### src/rtl/buffer_reader_pkg.sv
// Shared definitions for the receive-buffer read path: ASCII constants,
// default buffer geometry and the reader FSM state encoding.
package buffer_reader_pkg;

    // Default address width of the UART receive buffer (2 KiB of characters).
    localparam int BUF_ADDR_W = 11;

    // Width of the stored characters (7-bit ASCII).
    localparam int ASCII_W = 7;

    // First printable ASCII code; anything below is a control character.
    localparam logic [ASCII_W-1:0] ASCII_SPACE = 7'h20;

    // Reader FSM state encoding, kept here so other blocks and benches can
    // decode the state without duplicating the values.
    localparam int RD_STATE_W = 2;

    typedef enum logic [RD_STATE_W-1:0] {
        ST_IDLE    = 2'd0,  // waiting for unread data
        ST_SETTLE  = 2'd1,  // waiting out the buffer read latency
        ST_PRESENT = 2'd2,  // character offered downstream
        ST_ADVANCE = 2'd3   // step read pointer past the consumed slot
    } rd_state_e;

endpackage : buffer_reader_pkg

### src/rtl/buffer_reader_if.sv
// Character stream between the buffer reader and its consumer.
// The master drives data/valid and holds them until ready is seen.
interface buffer_reader_if #(
    parameter int DATA_W = 7
);
    logic [DATA_W-1:0] char_data;
    logic              char_valid;
    logic              char_ready;

    // Producer side (buffer reader).
    modport master (
        output char_data,
        output char_valid,
        input  char_ready
    );

    // Consumer side (e.g. Morse encoder).
    modport slave (
        input  char_data,
        input  char_valid,
        output char_ready
    );

endinterface : buffer_reader_if

### src/rtl/buffer_reader.sv
// Read side of the UART receive buffer. Walks read_index from the oldest
// unread slot towards write_index, waits for the buffer read data to settle,
// and offers each character on a valid/ready stream. Control characters can
// optionally be dropped without being offered.
module buffer_reader
    import buffer_reader_pkg::*;
#(
    parameter int ADDR_W        = BUF_ADDR_W,
    parameter int DATA_W        = ASCII_W,
    parameter int SETTLE_CYCLES = 3,
    parameter int STRIP_CTRL    = 1
) (
    input  logic              clk_24,
    input  logic              rst,
    input  logic [ADDR_W-1:0] write_index,
    input  logic              rx,
    input  logic [DATA_W-1:0] ascii_in,
    input  logic              flush,
    output logic [ADDR_W-1:0] read_index,
    output logic [ADDR_W-1:0] pending,
    output logic              empty,
    buffer_reader_if.master   char_if
);

    // Counter wide enough to reach SETTLE_CYCLES-1 without overflowing
    // before the sample point.
    localparam int CNT_W = (SETTLE_CYCLES > 1) ? $clog2(SETTLE_CYCLES + 1) : 1;
    localparam logic [CNT_W-1:0] CNT_LAST = CNT_W'(SETTLE_CYCLES - 1);

    // True for characters that are never offered downstream when stripping.
    function automatic logic is_ctrl(input logic [DATA_W-1:0] ch);
        return ch < DATA_W'(ASCII_SPACE);
    endfunction

    rd_state_e         state_q, state_d;
    logic [CNT_W-1:0]  cnt_q, cnt_d;
    logic [ADDR_W-1:0] read_index_q, read_index_d;
    logic [DATA_W-1:0] char_data_q, char_data_d;
    logic              char_valid_q, char_valid_d;

    logic [ADDR_W-1:0] pending_w;
    logic              empty_w;

    // Unread count; modular subtraction makes a wrapped equal pointer read as empty.
    always_comb begin
        pending_w = write_index - read_index_q;
        empty_w   = (pending_w == '0);
    end

    // Next-state logic: flush overrides the walk, otherwise step the read FSM.
    always_comb begin
        state_d      = state_q;
        cnt_d        = cnt_q;
        read_index_d = read_index_q;
        char_data_d  = char_data_q;
        char_valid_d = char_valid_q;

        if (flush) begin
            // Drop everything unread, including a character on offer this edge.
            read_index_d = write_index;
            char_valid_d = 1'b0;
            state_d      = ST_IDLE;
        end else begin
            unique case (state_q)
                ST_IDLE: begin
                    if (!empty_w) begin
                        cnt_d   = '0;
                        state_d = ST_SETTLE;
                    end
                end

                ST_SETTLE: begin
                    if (rx) begin
                        // The buffer ignores read_index while it is being written,
                        // so the read latency has to be waited out from scratch.
                        cnt_d = '0;
                    end else begin
                        cnt_d = cnt_q + CNT_W'(1);
                        if (cnt_q == CNT_LAST) begin
                            char_data_d = ascii_in;
                            if ((STRIP_CTRL != 0) && is_ctrl(ascii_in)) begin
                                state_d = ST_ADVANCE;
                            end else begin
                                char_valid_d = 1'b1;
                                state_d      = ST_PRESENT;
                            end
                        end
                    end
                end

                ST_PRESENT: begin
                    if (char_if.char_ready) begin
                        char_valid_d = 1'b0;
                        state_d      = ST_ADVANCE;
                    end
                end

                ST_ADVANCE: begin
                    // Natural ADDR_W-bit wrap matches the circular buffer.
                    read_index_d = read_index_q + ADDR_W'(1);
                    state_d      = ST_IDLE;
                end

                default: begin
                    state_d = ST_IDLE;
                end
            endcase
        end
    end

    // State registers; reset wins over flush and any handshake in progress.
    always_ff @(posedge clk_24) begin
        if (rst) begin
            state_q      <= ST_IDLE;
            cnt_q        <= '0;
            read_index_q <= '0;
            char_data_q  <= '0;
            char_valid_q <= 1'b0;
        end else begin
            state_q      <= state_d;
            cnt_q        <= cnt_d;
            read_index_q <= read_index_d;
            char_data_q  <= char_data_d;
            char_valid_q <= char_valid_d;
        end
    end

    assign read_index         = read_index_q;
    assign pending            = pending_w;
    assign empty              = empty_w;
    assign char_if.char_data  = char_data_q;
    assign char_if.char_valid = char_valid_q;

endmodule : buffer_reader

### src/flat_wrapper.sv
// flat-port wrapper written by rule: the top's interface ports become plain ports
module buffer_reader_flat import buffer_reader_pkg::*;
#(
    parameter int ADDR_W        = BUF_ADDR_W,
    parameter int DATA_W        = ASCII_W,
    parameter int SETTLE_CYCLES = 3,
    parameter int STRIP_CTRL    = 1
)
  (clk_24, rst, write_index, rx, ascii_in, flush, read_index, pending, empty, char_if_char_data, char_if_char_valid, char_if_char_ready);
  buffer_reader_if #(.DATA_W(DATA_W)) char_if_i ();
  input  logic clk_24;
  input  logic rst;
  input  logic [ADDR_W-1:0] write_index;
  input  logic rx;
  input  logic [DATA_W-1:0] ascii_in;
  input  logic flush;
  output logic [ADDR_W-1:0] read_index;
  output logic [ADDR_W-1:0] pending;
  output logic empty;
  output wire logic [$bits(char_if_i.char_data)-1:0] char_if_char_data;
  output wire logic [$bits(char_if_i.char_valid)-1:0] char_if_char_valid;
  input wire logic [$bits(char_if_i.char_ready)-1:0] char_if_char_ready;
  assign char_if_char_data = char_if_i.char_data;
  assign char_if_char_valid = char_if_i.char_valid;
  assign char_if_i.char_ready = char_if_char_ready;
  buffer_reader #(.ADDR_W(ADDR_W), .DATA_W(DATA_W), .SETTLE_CYCLES(SETTLE_CYCLES), .STRIP_CTRL(STRIP_CTRL)) u_core (.clk_24(clk_24), .rst(rst), .write_index(write_index), .rx(rx), .ascii_in(ascii_in), .flush(flush), .read_index(read_index), .pending(pending), .empty(empty), .char_if(char_if_i));
endmodule
### config.mk
export PLATFORM = sky130hd
export DESIGN_NAME = buffer_reader_flat
export DESIGN_NICKNAME = d
export VERILOG_FILES = /design/src/rtl/buffer_reader_pkg.sv /design/src/rtl/buffer_reader_if.sv /design/src/rtl/buffer_reader.sv /design/src/flat_wrapper.sv
export SDC_FILE = /design/constraint.sdc
export NUM_CORES = 1
export LEC_CHECK = 0
export BUFFER_PORTS_ARGS = -buffer_cell sky130_fd_sc_hd__buf_2
export CAP_MARGIN = 10
export CELL_PAD_IN_SITES_DETAIL_PLACEMENT = 2
export CELL_PAD_IN_SITES_GLOBAL_PLACEMENT = 2
export CORE_MARGIN = 4
export CORE_UTILIZATION = 29
export DETAILED_ROUTE_END_ITERATION = 7
export PLACE_DENSITY_LB_ADDON = 0.2
export SLEW_MARGIN = 20
export SYNTH_ARGS = -nofsm -noshare
export SYNTH_HDL_FRONTEND = slang
export SYNTH_SLANG_ARGS = --single-unit
export TNS_END_PERCENT = 20
### constraint.sdc
create_clock -name clk_24 -period 3.45 [get_ports clk_24]
set_clock_uncertainty 0.15 [all_clocks]
set_input_delay 0.69 -clock clk_24 [delete_from_list [all_inputs] [get_ports clk_24]]
set_output_delay 0.69 -clock clk_24 [all_outputs]
set_load 0.02 [all_outputs]
Word-level counts from Yosys, hierarchy flattened --
Cells that the tools add are included. W data, S select, Z words.
Word-level totals: input port bits 23, word-level logic and storage cells 46, bits in registers 23, output and inout port bits 31
Cells by class: equality and inequality tests 9, multiplexer cells 16, reduce and logical (&&, ||, !) cells 10, magnitude comparators 1, add/subtract/negate cells 3, bitwise operators 2
Operator list (number):
- $mux W11 | 2
- $mux W2 | 6
- $add A11 B1 Y11 const B | 1
- $logic_not A11 Y1 | 1
- $sub A11 B11 Y11 | 1
- $ne A2 B2 Y1 const B | 4
- $pmux W2 S4 | 1
- $reduce_and A4 Y1 | 2
- $lt A7 B6 Y1 const B | 1
- $eq A2 B2 Y1 const B | 3
- $reduce_bool A2 Y1 | 3
- $mux W1 | 5
- $reduce_and A5 Y1 | 1
- $pmux W2 S2 | 1
- $reduce_and A3 Y1 | 1
- $add A2 B1 Y2 const B | 1
- $eq A2 B1 Y1 const B | 1
- $logic_not A2 Y1 | 1
- $ne A2 B1 Y1 const B | 1
- $not A1 Y1 | 2
- $pmux W1 S2 | 1
- $reduce_or A2 Y1 | 1

Depth between registers and ports, before layout --
depth after elaboration 5, mapped depth 12, mapped depth without buffers 12

Worst setup path after synthesis --
No wires, ideal clock.
kind input port to output port, start point input port write_index[0], end point output port empty, path slack -321 ps, cell stages on the path 10, buffers on the path 0, data required time 2610 ps, arrival time 2931 ps, cell sequence inv_1 -> ha_1 -> inv_1 -> fa_1 -> a21oi_2 -> o22a_2 -> mux2_4 -> nor2_2 -> inv_2 -> nor4_1
Between the ends: cells in the longest elaborated chain, start to end 2
RTL lines:
- from (decl) | line flat_wrapper.sv:13 | input logic [ADDR_W-1:0] write_index;
- $sub A11 B11 Y11 | line buffer_reader.sv:46 | pending_w = write_index - read_index_q;
- named net pending[8] | line flat_wrapper.sv:18 | output logic [ADDR_W-1:0] pending;
- $logic_not A11 Y1 | line buffer_reader.sv:47 | empty_w = (pending_w == '0);
- to (decl) | line flat_wrapper.sv:19 | output logic empty;
The timed path passes the listed nets, and every way through them passes these cells.

Final worst setup path --
start point input port write_index[0], end point output port empty
Between the ends: cells in the longest elaborated chain, start to end 2
RTL lines (line):
- $sub A11 B11 Y11 | buffer_reader.sv:46
- $logic_not A11 Y1 | buffer_reader.sv:47
No other way between the ends.

==> impl_metrics.json <==
{
  "worstHoldEndpoint": "u_core.char_if.char_data[2]",
  "slew_violations": 0,
  "cts_tree": "done",
  "synth_edf_count": 0,
  "placed_cells": 395,
  "required_ps": 2610,
  "grt_pass1_wl_mm": 11.39,
  "antenna_found_initial": 0,
  "end_kind": "output pin",
  "hold_path_depth": 2,
  "crit_path_start_kind": "input port",
  "clk_latency_ps": 280,
  "critPathKind": "in2out",
  "synth.distinct_cells": 54,
  "setup_ws_ps": -207.7,
  "synthesis.nets": 280,
  "yosysTopAreaCell": "dfxtp_1",
  "vias_per_cell": 5.161,
  "die_x_microns": 88.56,
  "hpwl_mm": 5.469,
  "placed_cell_area_sq_um": 2475,
  "p_leak_nw": 1.145,
  "drc_errors": 0,
  "grt_max_degree": 27,
  "syn2layout_area_growth_pct": 37.90,
  "routabilityCongestion": 0.7731,
  "finalWirelength_mm": 7.018,
  "cts-root-buf": "clkbuf_8",
  "clkTransAtPathRegs_ps": 100,
  "violations": "negative setup slack",
  "avgSynthCellArea_sq_um": 7.841,
  "hp-start": "u_core.char_if.char_data[2]",
  "row_count": 29,
  "drt-wirelength-per-cell_microns": 17.41,
  "ir_drop_mv": 0.1527,
  "drtPass1Iterations": 4,
  "finalNonFillerCells": 403,
  "r2r-end": "u_core.cnt_q[1]",
  "rr_worst_depth": 11,
  "hold_viol_final": 0,
  "drv_cap": 0,
  "final_area_sq_um": 2595,
  "max_freq_mhz": 273.4,
  "grt_pass1_vias": 2290,
  "vias": 2080,
  "setup.worst_path.start": "write_index[0]",
  "period_minus_slack_ps": 3658,
  "gr-total-overflow": 0,
  "io_buffers": 53,
  "ys_seq_area_share_pct": 24.47,
  "antenna_left": 0,
  "cts.path.max_buffers": 2,
  "start_util_pct": 29.81,
  "netlist.area_leader.share_pct": 24.47,
  "slew_headroom_pct": 52.24,
  "async_flop_share_pct": 0,
  "cp_max_fo": 2,
  "core-area_sq_um": 6314,
  "final_core_util_pct": 41.10,
  "grtUsageTotal_pct": 18.74,
  "drive_above_1_share_pct": 35.28,
  "hold_class": "reg2reg",
  "tightest_slew_ps": 709.9,
  "synth_ff_type": "dfxtp_1",
  "ys_ff_latch": 23,
  "regToRegSetupSlack_ps": 470,
  "setup_violations": 3,
  "die_y_microns": 88.56,
  "ys_top_cells_by_area": "dfxtp_1 24%, ha_1 11%, nor2_1 9.0%",
  "rsz0062_at_grt": "yes",
  "ys_warn_count": 0,
  "die-area_sq_um": 7842,
  "htreeDepth": 1,
  "fin_crit_sh_pct": 106.0,
  "powerDensity_nw_per_um2": 343.0,
  "antennaDiodeCount": 0,
  "drtIter0Drc": 40,
  "netlist_instances": 240,
  "syn_area_sq_um": 1882,
  "r2r-start": "u_core.read_index[5]",
  "cts_buffers": 3,
  "boundaryPins": 54,
  "nets": 367,
  "cp_data_arrival_time_ps": 2820,
  "tritoncts_num_sinks": 23,
  "outcome": "finished with violations"
}
power breakdown:
group | switching [mW] | total [mW] | internal (mW)
clock network | 0.110 | 0.191 | 0.0813
registers | 0.0102 | 0.285 | 0.275
logic | 0.238 | 0.414 | 0.176
total | 0.358 | 0.890 | 0.532
registers in the layout, summed over array words and instances, names as in the netlist:
register / count
u_core.cnt_q: 2
u_core.read_index: 11
u_core.state_q: 2
u_core.char_if.char_data: 7
u_core.char_if.char_valid: 1
cell usage in the layout, fill, tap and decap left out, types with 2 or more instances in the layout:
cell type / n
o21bai_1: 2
a21oi_1: 16
xor2_1: 5
nor2_1: 44
a31oi_1: 2
nand3_1: 6
nor4_1: 3
nand2_1: 9
buf_2: 50
nand4_1: 4
nor4_4: 2
clkbuf_8: 3
and3_1: 5
ha_1: 16
a21o_1: 2
o221ai_1: 3
buf_4: 40
a21oi_2: 2
inv_2: 2
o2111ai_1: 2
a221oi_2: 2
a2111oi_0: 2
or4_1: 2
inv_1: 20
nand2b_1: 3
o21ai_0: 5
dfxtp_1: 23
nand3b_1: 2
mux2i_1: 9
nor2b_1: 3
xnor2_1: 11
worst max path at each step:
stage	slack, ps	to
after global routing	-330	empty
after global placement	-290	empty
after detailed placement	-340	empty
final	-210	empty
after CTS	-170	empty
after floorplan	2	empty
layer usage:
metal	track usage (%)	vias to the layer above	wire length, microns
li1	-	1019	-
met2	36.85	36	3766
met5	0	-	0
met4	3.984	0	72
met3	2.048	6	202
met1	21.49	1019	2976
synthesized netlist by cell type, types with 2 or more instances:
cell       instances
o21ai_0            5
o221ai_1           3
clkbuf_1           6
and3_1             5
dfxtp_1           23
nor4_1             4
nand2_1            9
o2111ai_1          2
nand3b_1           2
nor2_1            45
inv_2              2
a21oi_1           16
a2111oi_0          3
a21o_1             2
xor2_1             5
a21oi_2            2
inv_1             20
nand4_1            4
nand3_1            7
ha_1              16
a31oi_1            2
o21bai_1           2
nor2b_1            3
or4_1              2
mux2i_1            9
xnor2_1           11
nand2b_1           3
critical path, stage by stage:
cell and delay [ps]:
buf_2 100, inv_1 60, ha_1 170, inv_1 50, fa_2 360, xor2_1 190
or3_4 360, nor4_4 340, nand3_2 140, nor4_4 170, buf_4 190
stage by stage:
step                power, mW  worst slack (ps)  hold WS, ps  TNS [ps]
floorplan              0.5085             2.318        380.4         0
CTS                    0.8980            -165.4        363.5    -208.9
global placement       0.6649            -288.1        319.4    -381.2
detailed placement     0.6791            -341.4        338.9    -559.4
finish                 0.8900            -207.7        354.6    -311.7
global route           0.9507            -334.1        399.2    -829.3
kinds of logic after synthesis:
logic type               synth area share [%]
AND/OR/NAND/NOR                         25.33
AO/OA/AOI/OAI                           19.42
buffers and inverters                   6.050
flip-flops                              24.47
adder cells (fa/ha/maj)                 11.70
XOR/XNOR                                7.447
multiplexers                            5.585
final cells by class:
cell class	count	area (sq um)
Timing Repair Buffer	90	550.5
Multi-Input combinational cell	187	1359
Clock inverter	1	5.005
Clock buffer	3	41.29
Inverter	22	82.58
Sequential cell	23	460.4
Tap cell	77	96.34
Fill cell	755	3719
timing repair:
| item | 4_1_cts | 5_1_grt |
|---|---|---|
| hold endpoints to repair | 0 | 0 |
| hold buffers | 0 | 0 |
| setup buffers | 4 | 0 |
| resized for setup | 9 | 2 |
| pin swaps | 5 | 0 |
| endpoints found under the setup margin | 3 | 5 |
(Power assumes the default switching activity.)
